<file path="src/rtl/core_pkg.sv">
// Types and constants shared by the front-end pipeline stages.
package core_pkg;

    localparam logic [31:0] DEFAULT_RESET_PC = 32'h0000_0000;
    localparam logic [31:0] INST_NOP         = 32'h0000_0013;

    typedef struct packed {
        logic [31:0] pc;
        logic [31:0] inst;
    } fetch_entry_t;

    typedef enum logic {
        IDLE,
        FETCH
    } fetch_state_t;

endpackage

</file>
<file path="src/rtl/fetch_buffer.sv">
// Two-entry FIFO between fetch and decode. Flush overrides push/pop, and the
// head register keeps its last contents once drained.
module fetch_buffer
    import core_pkg::*;
#(
    parameter int unsigned DEPTH = 2
) (
    input  logic         clk,
    input  logic         rst_n,
    input  logic         push,
    input  logic         pop,
    input  logic         flush,
    input  fetch_entry_t din,
    output logic         full,
    output logic         empty,
    output fetch_entry_t head
);

    localparam fetch_entry_t RESET_ENTRY = '{pc: 32'h0000_0000, inst: INST_NOP};

    logic [1:0]   count_q, count_d;
    fetch_entry_t head_q, head_d;
    fetch_entry_t tail_q, tail_d;
    logic         do_push, do_pop;

    assign full    = (count_q == 2'(DEPTH));
    assign empty   = (count_q == 2'd0);
    assign head    = head_q;
    assign do_push = push && !full;
    assign do_pop  = pop && !empty;

    always_comb begin
        count_d = count_q;
        head_d  = head_q;
        tail_d  = tail_q;
        if (flush) begin
            count_d = 2'd0;
        end else begin
            case ({do_push, do_pop})
                2'b10: begin
                    if (count_q == 2'd0) begin
                        head_d = din;
                    end else begin
                        tail_d = din;
                    end
                    count_d = count_q + 2'd1;
                end
                2'b01: begin
                    // Only shift when a second entry exists; a lone head stays visible.
                    if (count_q == 2'd2) begin
                        head_d = tail_q;
                    end
                    count_d = count_q - 2'd1;
                end
                2'b11: begin
                    // Simultaneous push/pop is only possible with exactly one entry.
                    head_d = din;
                end
                default: ;
            endcase
        end
    end

    always_ff @(posedge clk or negedge rst_n) begin
        if (!rst_n) begin
            count_q <= 2'd0;
            head_q  <= RESET_ENTRY;
            tail_q  <= RESET_ENTRY;
        end else begin
            count_q <= count_d;
            head_q  <= head_d;
            tail_q  <= tail_d;
        end
    end

endmodule

</file>
<file path="src/rtl/fetch_stage.sv">
// Instruction fetch: PC register, request/redirect control, and the decode
// buffer handshake.
module fetch_stage
    import core_pkg::*;
#(
    parameter logic [31:0] RESET_PC  = DEFAULT_RESET_PC,
    parameter int unsigned BUF_DEPTH = 2
) (
    input  logic        clk,
    input  logic        rst_n,
    output logic        memory_i_req,
    output logic [31:0] memory_i_addr,
    input  logic [31:0] memory_inst,
    input  logic        memory_i_valid,
    input  logic        redirect_valid,
    input  logic [31:0] redirect_pc,
    output logic        id_valid,
    input  logic        id_ready,
    output logic [31:0] id_inst,
    output logic [31:0] id_pc
);

    fetch_state_t state_q, state_d;
    logic [31:0]  pc_q, pc_d;
    logic         buf_full, buf_empty;
    logic         push, pop;
    fetch_entry_t push_entry, head_entry;
    logic         unused_redirect_lsb;

    assign unused_redirect_lsb = ^redirect_pc[1:0];

    // Redirect suppresses both sides of the buffer within the same cycle.
    assign memory_i_req  = (state_q == FETCH) && !buf_full && !redirect_valid;
    assign memory_i_addr = pc_q;
    assign push          = memory_i_req && memory_i_valid;
    assign id_valid      = !buf_empty && !redirect_valid;
    assign pop           = id_valid && id_ready;
    assign push_entry    = '{pc: pc_q, inst: memory_inst};
    assign id_inst       = head_entry.inst;
    assign id_pc         = head_entry.pc;

    always_comb begin
        state_d = FETCH;
        pc_d    = pc_q;
        if (redirect_valid) begin
            pc_d = {redirect_pc[31:2], 2'b00};
        end else if (push) begin
            pc_d = pc_q + 32'd4;
        end
    end

    always_ff @(posedge clk or negedge rst_n) begin
        if (!rst_n) begin
            state_q <= IDLE;
            pc_q    <= RESET_PC;
        end else begin
            state_q <= state_d;
            pc_q    <= pc_d;
        end
    end

    fetch_buffer #(
        .DEPTH (BUF_DEPTH)
    ) u_fetch_buffer (
        .clk   (clk),
        .rst_n (rst_n),
        .push  (push),
        .pop   (pop),
        .flush (redirect_valid),
        .din   (push_entry),
        .full  (buf_full),
        .empty (buf_empty),
        .head  (head_entry)
    );

endmodule

</file>
<file path="config.mk">
export PLATFORM = sky130hd
export DESIGN_NAME = fetch_stage
export DESIGN_NICKNAME = d
export VERILOG_FILES = /design/src/rtl/core_pkg.sv /design/src/rtl/fetch_buffer.sv /design/src/rtl/fetch_stage.sv
export SDC_FILE = /design/constraint.sdc
export NUM_CORES = 1
export LEC_CHECK = 0
export CORE_ASPECT_RATIO = 1.25
export CORE_MARGIN = 1
export CORE_UTILIZATION = 29
export CTS_BUF_LIST = sky130_fd_sc_hd__clkbuf_2
export DETAILED_ROUTE_END_ITERATION = 16
export GPL_TIMING_DRIVEN = 0
export SLEW_MARGIN = 20
export SYNTH_ARGS = -nofsm -noshare
export SYNTH_HDL_FRONTEND = slang
export SYNTH_HIERARCHICAL = 1
export SYNTH_SLANG_ARGS = --single-unit
</file>
<file path="constraint.sdc">
create_clock -name clk -period 5 [get_ports clk]
set_input_delay 1 -clock clk [delete_from_list [all_inputs] [get_ports clk]]
set_output_delay 1 -clock clk [all_outputs]
set_load 0.01 [all_outputs]
</file>
# ---- Word level (Yosys, flattened, before mapping)
# Index checks and enable logic that the tools add are counted.
dict set report classes {
  n_addsub 3
  n_eq_ne 6
  muxes 7
  n_bitwise 2
  reduce_logical 16
}
# op n
set op_table {}
lappend op_table {{$pmux 64 s3} 1}
lappend op_table {{$mux 64} 2}
lappend op_table {{$mux 32} 2}
lappend op_table {{$add 32x3->32 const B} 1}
lappend op_table {{$logic_and 1x1->1} 7}
lappend op_table {{$eq 2x2->1 const B} 3}
lappend op_table {{$reduce_bool 3->1} 2}
lappend op_table {{$ne 2x1->1 const B} 2}
lappend op_table {{$pmux 2 s2} 1}
lappend op_table {{$reduce_and 4->1} 1}
lappend op_table {{$logic_not 1->1} 3}
lappend op_table {{$reduce_and 3->1} 1}
lappend op_table {{$add 2x1->2 const B} 1}
lappend op_table {{$eq 2x1->1 const B} 1}
lappend op_table {{$logic_not 2->1} 1}
lappend op_table {{$mux 2} 1}
lappend op_table {{$not 1->1} 2}
lappend op_table {{$reduce_bool 2->1} 1}
lappend op_table {{$sub 2x1->2 const B} 1}
dict set report word_totals {
  ff_bits 163
  in_bits 69
  output_inout_bits 98
  elab_cells 41
}

# ---- Logic depth before layout (Yosys ltp)
# Gate-level depths: netlist (run 1).
dict set report depth {
  ltp_word 9
  depth_mapped 10
  depth_no_buf 7
}

# ---- Cells and area by module
# Netlist (run 1), hierarchy kept.
# module instances cells_per_inst area_each_um2 seq_area_each_um2
set modules_own_cells {}
lappend modules_own_cells {fetch_buffer 1 359 6329.8 3260.6}
lappend modules_own_cells {fetch_stage 1 199 1854.3 775.7}

# ---- Worst setup path after synthesis (run 1)
# OpenSTA, ideal clock, no wires.
dict set report synth_path {
  kind {input to register}
  start {in redirect_valid}
  end {reg u_fetch_buffer.head_q, in the netlist u_fetch_buffer/head[10]}
  setup_time_ns 0.125
  t_arrival_ns 2.930
  t_required_ns 4.875
  setup_slack_ns 1.944
  stages 10
  path_buffers 4
  cell_sequence {buf_2 -> buf_1 -> nor2_1 -> and2_1 -> mux2i_1 -> o21ai_1 -> and2b_1 -> buf_6 -> buf_12 -> mux2_4}
}
dict set report synth_between {
  elab_chain_cells 7
}
# item line_no
set synth_rtl {}
lappend synth_rtl {{from (decl)} fetch_stage.sv:15} ;# input logic redirect_valid,
lappend synth_rtl {{$logic_not 1->1 (*)} fetch_stage.sv:36} ;# assign id_valid = !buf_empty && !redirect_valid;
lappend synth_rtl {{$logic_and 1x1->1 (*)} fetch_stage.sv:36}
lappend synth_rtl {{via id_valid} fetch_stage.sv:17} ;# output logic id_valid,
lappend synth_rtl {{$logic_and 1x1->1 (*)} fetch_stage.sv:37} ;# assign pop = id_valid && id_ready;
lappend synth_rtl {{via pop} fetch_stage.sv:26} ;# logic push, pop;
lappend synth_rtl {{$logic_and 1x1->1 (*)} fetch_buffer.sv:30} ;# assign do_pop = pop && !empty;
lappend synth_rtl {{$eq 2x1->1 / $eq 2x2->1 (equally long branches)} fetch_buffer.sv:39} ;# case ({do_push, do_pop})
lappend synth_rtl {{$ne 2x1->1 (no source line) / $reduce_bool 3->1 (equally long branches)} n/a}
lappend synth_rtl {{$reduce_and 4->1 (no source line)} n/a}
lappend synth_rtl {{to (signal assigned)} fetch_buffer.sv:67} ;# head_q <= RESET_ENTRY;
lappend synth_rtl {{to (signal assigned)} fetch_buffer.sv:71} ;# head_q <= head_d;
lappend synth_rtl {{to (decl)} fetch_buffer.sv:22} ;# fetch_entry_t head_q, head_d;
# Mark *: on every way through the listed nets, which the timed path passes. The rest lies on a longest branch.
# A chain may end at the register's enable or synchronous reset.

# ---- Worst setup path in the final report (run 1)
dict set report layout_path {
  start {in redirect_valid}
  end {out memory_i_req}
}
dict set report layout_between {
  elab_chain_cells 2
}
# item line_no
set layout_rtl {}
lappend layout_rtl {{$logic_not 1->1} fetch_stage.sv:33} ;# assign memory_i_req = (state_q == FETCH) && !buf_full && !redirect_valid;
lappend layout_rtl {{$logic_and 1x1->1} fetch_stage.sv:33}
lappend layout_rtl {{to (decl)} fetch_stage.sv:11} ;# output logic memory_i_req,
# Every way passes these cells.

==> impl_metrics.tcl, run 1 <==
set metrics [dict create \
    synth_top_family_by_area "multiplexers" \
    die_area_um2 28900 \
    antenna_found_initial 1 \
    netlist_area_um2 8184 \
    fill_cells 2676 \
    cts_setup_buffers 0 \
    fmax_mhz 220.3 \
    slew_violations 0 \
    synth_edf_count 0 \
    via_per_inst 4.457 \
    insertion_delay_ps 750 \
    synth_compound_area_share_pct 2.691 \
    drv_cap 0 \
    start_util_pct 29.60 \
    vdd_ir_drop_max_uv 101.3 \
    cts_max_path_buffers 2 \
    setup_viol_count_final 0 \
    required_ps 4000 \
    yosysTopAreaCellShare_pct 47.39 \
    hold_viol 0 \
    ant_nets 0 \
    multiInputGateArea_um2 3750 \
    whs_ps 260.7 \
    drtIter0Drc 165 \
    status "finished, violations left" \
    hold_class "in -> async" \
    slew_headroom_pct 51.13 \
    synth_cell_type_count 50 \
    startpoint_type "input pin" \
    grt_overflow 0 \
    io_buffers 162 \
    fin_crit_ps 4539 \
    synth_xor_area_share_pct 2.568 \
    violations "DRC" \
    grt_usage_pct 13.78 \
    core_um2 27650 \
    place_congestion 0.7562 \
    ys_ff_latch 161 \
    reg2reg_slack_ps 2190 \
    io_pins 167 \
    yosys.area_share.simple_pct 7.537 \
    synthArstFlopShare_pct 100.0 \
    synth_seq_area_share_pct 49.32 \
    critPathCaptureType "output port" \
    worst_pin_slew_ps 730.6 \
    utilization_pct 38.13 \
    p_leak_nw 4.812 \
    seq_area_um2 4036 \
    cp-startpoint "redirect_valid" \
    synth_area_leaders "dfrtp_1 47%, mux2_4 22%, mux2_2 9.4%" \
    p_per_area_nw_per_um2 318.1 \
    cts_sinks 161 \
    r2r_cells 6 \
    avgSynthCellArea_um2 14.67 \
    tritoncts "built" \
    row_count 68 \
    r2r_start "u_fetch_buffer/count_q[0]$_DFFE_PN0P_" \
    syn2layout_area_growth_pct 28.82 \
    rsz0062_at_grt "no" \
    dp.cells 1076 \
    crit_fanout 10 \
    muxShareOfSynthArea_pct 32.55 \
    first_global_vias 5196 \
    fp.dieH_um 189.8 \
    worstSetupPathType "in -> out" \
    clock-root-buffer "clkbuf_2" \
    synth_commonest_cells "155 x dfrtp_1, 120 x mux2_4, 68 x mux2_2" \
    yosysTopAreaCell "dfrtp_1" \
    synthFlopType "dfrtp_1" \
    ctsResizeCount 0 \
    synth_cells 558 \
    htreeDepth 4 \
    grt_pass1_wl_um 30390 \
    ys_warn_count 6 \
    cts_buffers 17 \
    wl_per_cell_um 16.98 \
    die_width_um 152.3 \
    worstSetupEndpoint "memory_i_req" \
    vias 4938 \
    drive_above_1_share_pct 34.87 \
    clock_skew_ps 74.50 \
    dp_hpwl_um 13620 \
    post-synth-top-count-cell "dfrtp_1" \
    drtPass1Iterations 10 \
    grt_max_degree 90 \
    period_share_pct 90.79 \
    crit_arrival_ps 3540 \
    synthAdderAreaFrac_pct 0.1529 \
    routed_wl_um 18820 \
    r2r_end "u_fetch_buffer/tail_q[52]$_DFFE_PN0P_" \
    fin_cells 1108 \
    postCtsHoldBufs 0 \
    nets 815 \
    drc 11 \
    path_clk_slew_ps 220 \
]
==> per-stage QoR <==
stage	setup TNS [ps]	total power (W)	area [µm²]	setup WS, ps
6_report	0	0.003354	10540	460.6
5_1_grt	0	0.003559	10540	266.2
3_5_place_dp	0	0.002649	10290	342.9
3_3_place_gp	-672470	0.002632	10260	-4282
2_1_floorplan	0	0.002137	8203	1944
4_1_cts	0	0.003427	10540	334.1
==> layout by cell type, fill, tap and decap left out, types with 12 or more instances in the layout <==
cell type	n
clkdlybuf4s50_1	161
dfrtp_1	155
mux2_4	120
mux2_2	68
nand2_1	33
clkbuf_2	22
o21ai_0	14
xor2_1	13
buf_12	13
o21ai_1	12
==> flip-flops by register name, indices dropped and copies added (netlist names) <==
name,flops
memory_i_addr,30
u_fetch_buffer/tail_q,64
u_fetch_buffer/head,64
state_q,1
u_fetch_buffer/count_q,2
==> where the power goes <==
| group | total, W | internal, W | switching (W) | leakage (nW) |
|---|---|---|---|---|
| Combinational | 0.000911 | 0.000617 | 0.000294 | 2.63 |
| Clock | 0.000748 | 0.000286 | 0.000462 | 0.146 |
| Sequential | 0.00169 | 0.00153 | 0.000164 | 2.03 |
==> metal layers <==
layer | wire length, µm | part of all wire, % | track usage [%]
met3 | 823 | 4.4 | 3.166
met2 | 9199 | 49 | 22.76
met5 | 0 | 0 | 0
met1 | 8587 | 46 | 17.80
met4 | 206 | 1.1 | 4.435
==> how the worst min path moves through the flow <==
stage                                          start                                     to  slack, ps  cells after the start
2_1_floorplan  u_fetch_buffer/tail_q[10]$_DFFE_PN0P_  u_fetch_buffer/tail_q[10]$_DFFE_PN0P_        460                      1
3_3_place_gp   u_fetch_buffer/tail_q[39]$_DFFE_PN0P_  u_fetch_buffer/tail_q[39]$_DFFE_PN0P_        470                      1
3_5_place_dp    u_fetch_buffer/tail_q[8]$_DFFE_PN0P_   u_fetch_buffer/tail_q[8]$_DFFE_PN0P_        480                      1
4_1_cts                                        rst_n  u_fetch_buffer/tail_q[26]$_DFFE_PN0P_        140                      1
5_1_grt                                        rst_n  u_fetch_buffer/tail_q[18]$_DFFE_PN0P_        160                      1
6_report                                       rst_n    u_fetch_buffer/head[27]$_DFFE_PN0P_        260                      1
==> layout make-up <==
| type | instances | area share, % |
|---|---|---|
| clock buffers | 22 | 1.044 |
| clock inverters | 9 | 1.282 |
| plain buffers | 32 | 3.810 |
| flip-flops and latches | 161 | 38.29 |
| diodes | 1 | 0.02374 |
| well taps | 350 | 4.154 |
| multi-input cells | 366 | 35.57 |
| repair buffers | 163 | 15.69 |
| inverters | 4 | 0.1424 |
==> worst max-delay path, cell delays in order <==
cell             delay (ps)
clkdlybuf4s50_1         600
buf_2                   290
buf_1                   500
clkbuf_1                490
nor3b_1                 140
clkdlybuf4s50_1         510
==> kinds of logic (layout without fill, tap and decap cells) <==
logic type	after synthesis	in the layout
adder cells (fa/ha/maj)	1	1
multiplexers	197	197
AND/OR/NAND/NOR	99	99
buffers and inverters	36	230
other	2	8
flip-flops	161	161
XOR/XNOR	24	24
AO/OA/AOI/OAI	38	38
Power figures use the tool's default switching activity.
==> inputs of run 2 (changes only) <==
--- a/config.mk
+++ b/config.mk
@@ -5,12 +5,13 @@
 export SDC_FILE = /design/constraint.sdc
 export NUM_CORES = 1
 export LEC_CHECK = 0
-export CORE_ASPECT_RATIO = 1.25
+export CORE_ASPECT_RATIO = 0.75
 export CORE_MARGIN = 1
 export CORE_UTILIZATION = 29
 export CTS_BUF_LIST = sky130_fd_sc_hd__clkbuf_2
 export DETAILED_ROUTE_END_ITERATION = 16
 export GPL_TIMING_DRIVEN = 0
+export SKIP_CTS_REPAIR_TIMING = 1
 export SLEW_MARGIN = 20
 export SYNTH_ARGS = -nofsm -noshare
 export SYNTH_HDL_FRONTEND = slang
==> run 2 against run 1 <==
Against the previous run:
- the flow now finishes without violations
- cell count rose by 0.18%
- first-iteration DRC count rose by 27%
- largest power group unchanged
- hold slack got worse by 22 ps
- clock skew fell by 15 ps
- setup slack got worse by 11 ps
- global-route usage rose by 0.088 points
- non-clock buffer count did not move
- critical path depth did not move
- via count rose by 0.73%
- sequential share of layout area rose by 0.050 points
- wire length rose by 3.0%
- design area fell by 0.13%
==> impl_metrics.tcl, run 2 (synthesis gave the netlist of run 1 again) <==
set metrics [dict create \
    required_ps 4000 \
    die_width_um 196.0 \
    grt_usage_pct 13.87 \
    tritoncts "built" \
    crit_arrival_ps 3550 \
    clock-root-buffer "clkbuf_2" \
    antenna_found_initial 2 \
    dp_hpwl_um 13570 \
    path_clk_slew_ps 210 \
    drv_cap 0 \
    setup_viol_count_final 0 \
    grt_max_degree 84 \
    crit_fanout 10 \
    dp.cells 1077 \
    clkPwrFrac_pct 21.8 \
    worstSetupPathType "in -> out" \
    fill_cells 2623 \
    intPower_w 0.002427 \
    die_area_um2 28900 \
    grt_pass1_wl_um 30360 \
    hold_viol 0 \
    clock_skew_ps 59.09 \
    total_power_w 0.003355 \
    critPathCaptureType "output port" \
    ant_nets 0 \
    place_congestion 0.7539 \
    core_um2 27330 \
    pwr-share-seq_pct 50.7 \
    drtIter0Drc 209 \
    slew_violations 0 \
    io_buffers 162 \
    fin_crit_ps 4550 \
    fp.dieH_um 147.5 \
    via_per_inst 4.481 \
    final_common_cell "clkdlybuf4s50_1" \
    routed_wl_um 19380 \
    cts_max_path_buffers 2 \
    first_global_vias 5109 \
    drtPass1Iterations 4 \
    cts_sinks 161 \
    period_share_pct 91.00 \
    p_per_area_nw_per_um2 318.6 \
    placed_area_um2 10300 \
    fmax_mhz 219.8 \
    wl_per_cell_um 17.46 \
    utilization_pct 38.53 \
    slew_headroom_pct 50.66 \
    r2r_cells 6 \
    htreeDepth 4 \
    fin_cells 1110 \
    insertion_delay_ps 740 \
    startpoint_type "input pin" \
    finalInstanceArea_um2 10530 \
    row_count 52 \
    p_leak_nw 4.818 \
    worst_pin_slew_ps 737.7 \
    nets 815 \
    p_comb_share_pct 27.4 \
    vias 4974 \
    vdd_ir_drop_max_uv 120.4 \
    layout_common_cells "161 x clkdlybuf4s50_1, 155 x dfrtp_1, 120 x mux2_4" \
    io_pins 167 \
    start_util_pct 29.95 \
    status "finished clean" \
    cts_buffers 17 \
    drc 0 \
    switching_power_w 0.0009274 \
    syn2layout_area_growth_pct 28.65 \
    grt_overflow 0 \
    hold_class "in -> async" \
    rsz0062_at_grt "no" \
    sw_frac_of_total_pct 27.64 \
    drive_above_1_share_pct 34.43 \
]
-- run 2: changes by cell type in the layout (fill, tap and decap cells not counted) --
cell and change:
clkinv_1 +4, clkinvlp_4 -3, clkinv_2 +2, clkinv_4 -2
-- run 2: worst max-delay path, cell delays in order --
cell and delay [ps]:
clkdlybuf4s50_1 600, buf_2 270, buf_1 490, clkbuf_1 520, nor3b_1 110, clkdlybuf4s50_1 540
-- run 2: final cells by class --
type	instances	area (µm²)	area share, %
diodes	1	2.502	0.02377
plain buffers	32	401.6	3.815
clock buffers	22	110.1	1.046
clock inverters	10	120.1	1.141
inverters	4	15.01	0.1426
multi-input cells	366	3750	35.62
flip-flops and latches	161	4036	38.34
well taps	351	439.2	4.171
repair buffers	163	1654	15.71
-- run 2: worst paths after layout --
path / to / slack (ps) / from
worst max-delay path: memory_i_req / 450 / redirect_valid
worst min register to register: u_fetch_buffer/tail_q[11]$_DFFE_PN0P_ / 520 / u_fetch_buffer/tail_q[11]$_DFFE_PN0P_
worst min-delay path: u_fetch_buffer/tail_q[47]$_DFFE_PN0P_ / 240 / rst_n
worst max register to register: u_fetch_buffer/tail_q[51]$_DFFE_PN0P_ / 2230 / u_fetch_buffer/count_q[0]$_DFFE_PN0P_
max in group asynchronous: memory_i_addr[22]$_DFFE_PN0P_ / 3920 / rst_n
min in group clk: u_fetch_buffer/tail_q[11]$_DFFE_PN0P_ / 520 / u_fetch_buffer/tail_q[11]$_DFFE_PN0P_
-- run 2: power by group through the flow --
stage / clock, W / combinational (W) / sequential [W]
6_report: 0.000733 / 0.000919 / 0.00170
5_1_grt: 0.000825 / 0.000982 / 0.00174
4_1_cts: 0.000775 / 0.000932 / 0.00171
3_5_place_dp: 0 / 0.000929 / 0.00173
3_3_place_gp: 0 / 0.000912 / 0.00173
2_1_floorplan: 0 / 0.000378 / 0.00176
-- run 2: metrics by stage --
step	setup WS, ps	setup TNS (ps)	hold slack [ps]
6_report	450.0	0	238.2
3_3_place_gp	-4197	-659700	467.3
2_1_floorplan	1944	0	458.3
5_1_grt	313.9	0	150.6
4_1_cts	425.6	0	143.5
3_5_place_dp	434.9	0	476.2
-- run 2: routing by layer --
metal  share of wire, %  vias to the layer above  routed length, µm  global-route usage, %
met4               0.69                        2                133                  3.477
li1                   -                     2356                  -                      -
met3                5.0                        9                971                  4.175
met5              0.057                        -                 11                      0
met2                 44                      117               8442                  20.11
met1                 51                     2490               9824                  19.99
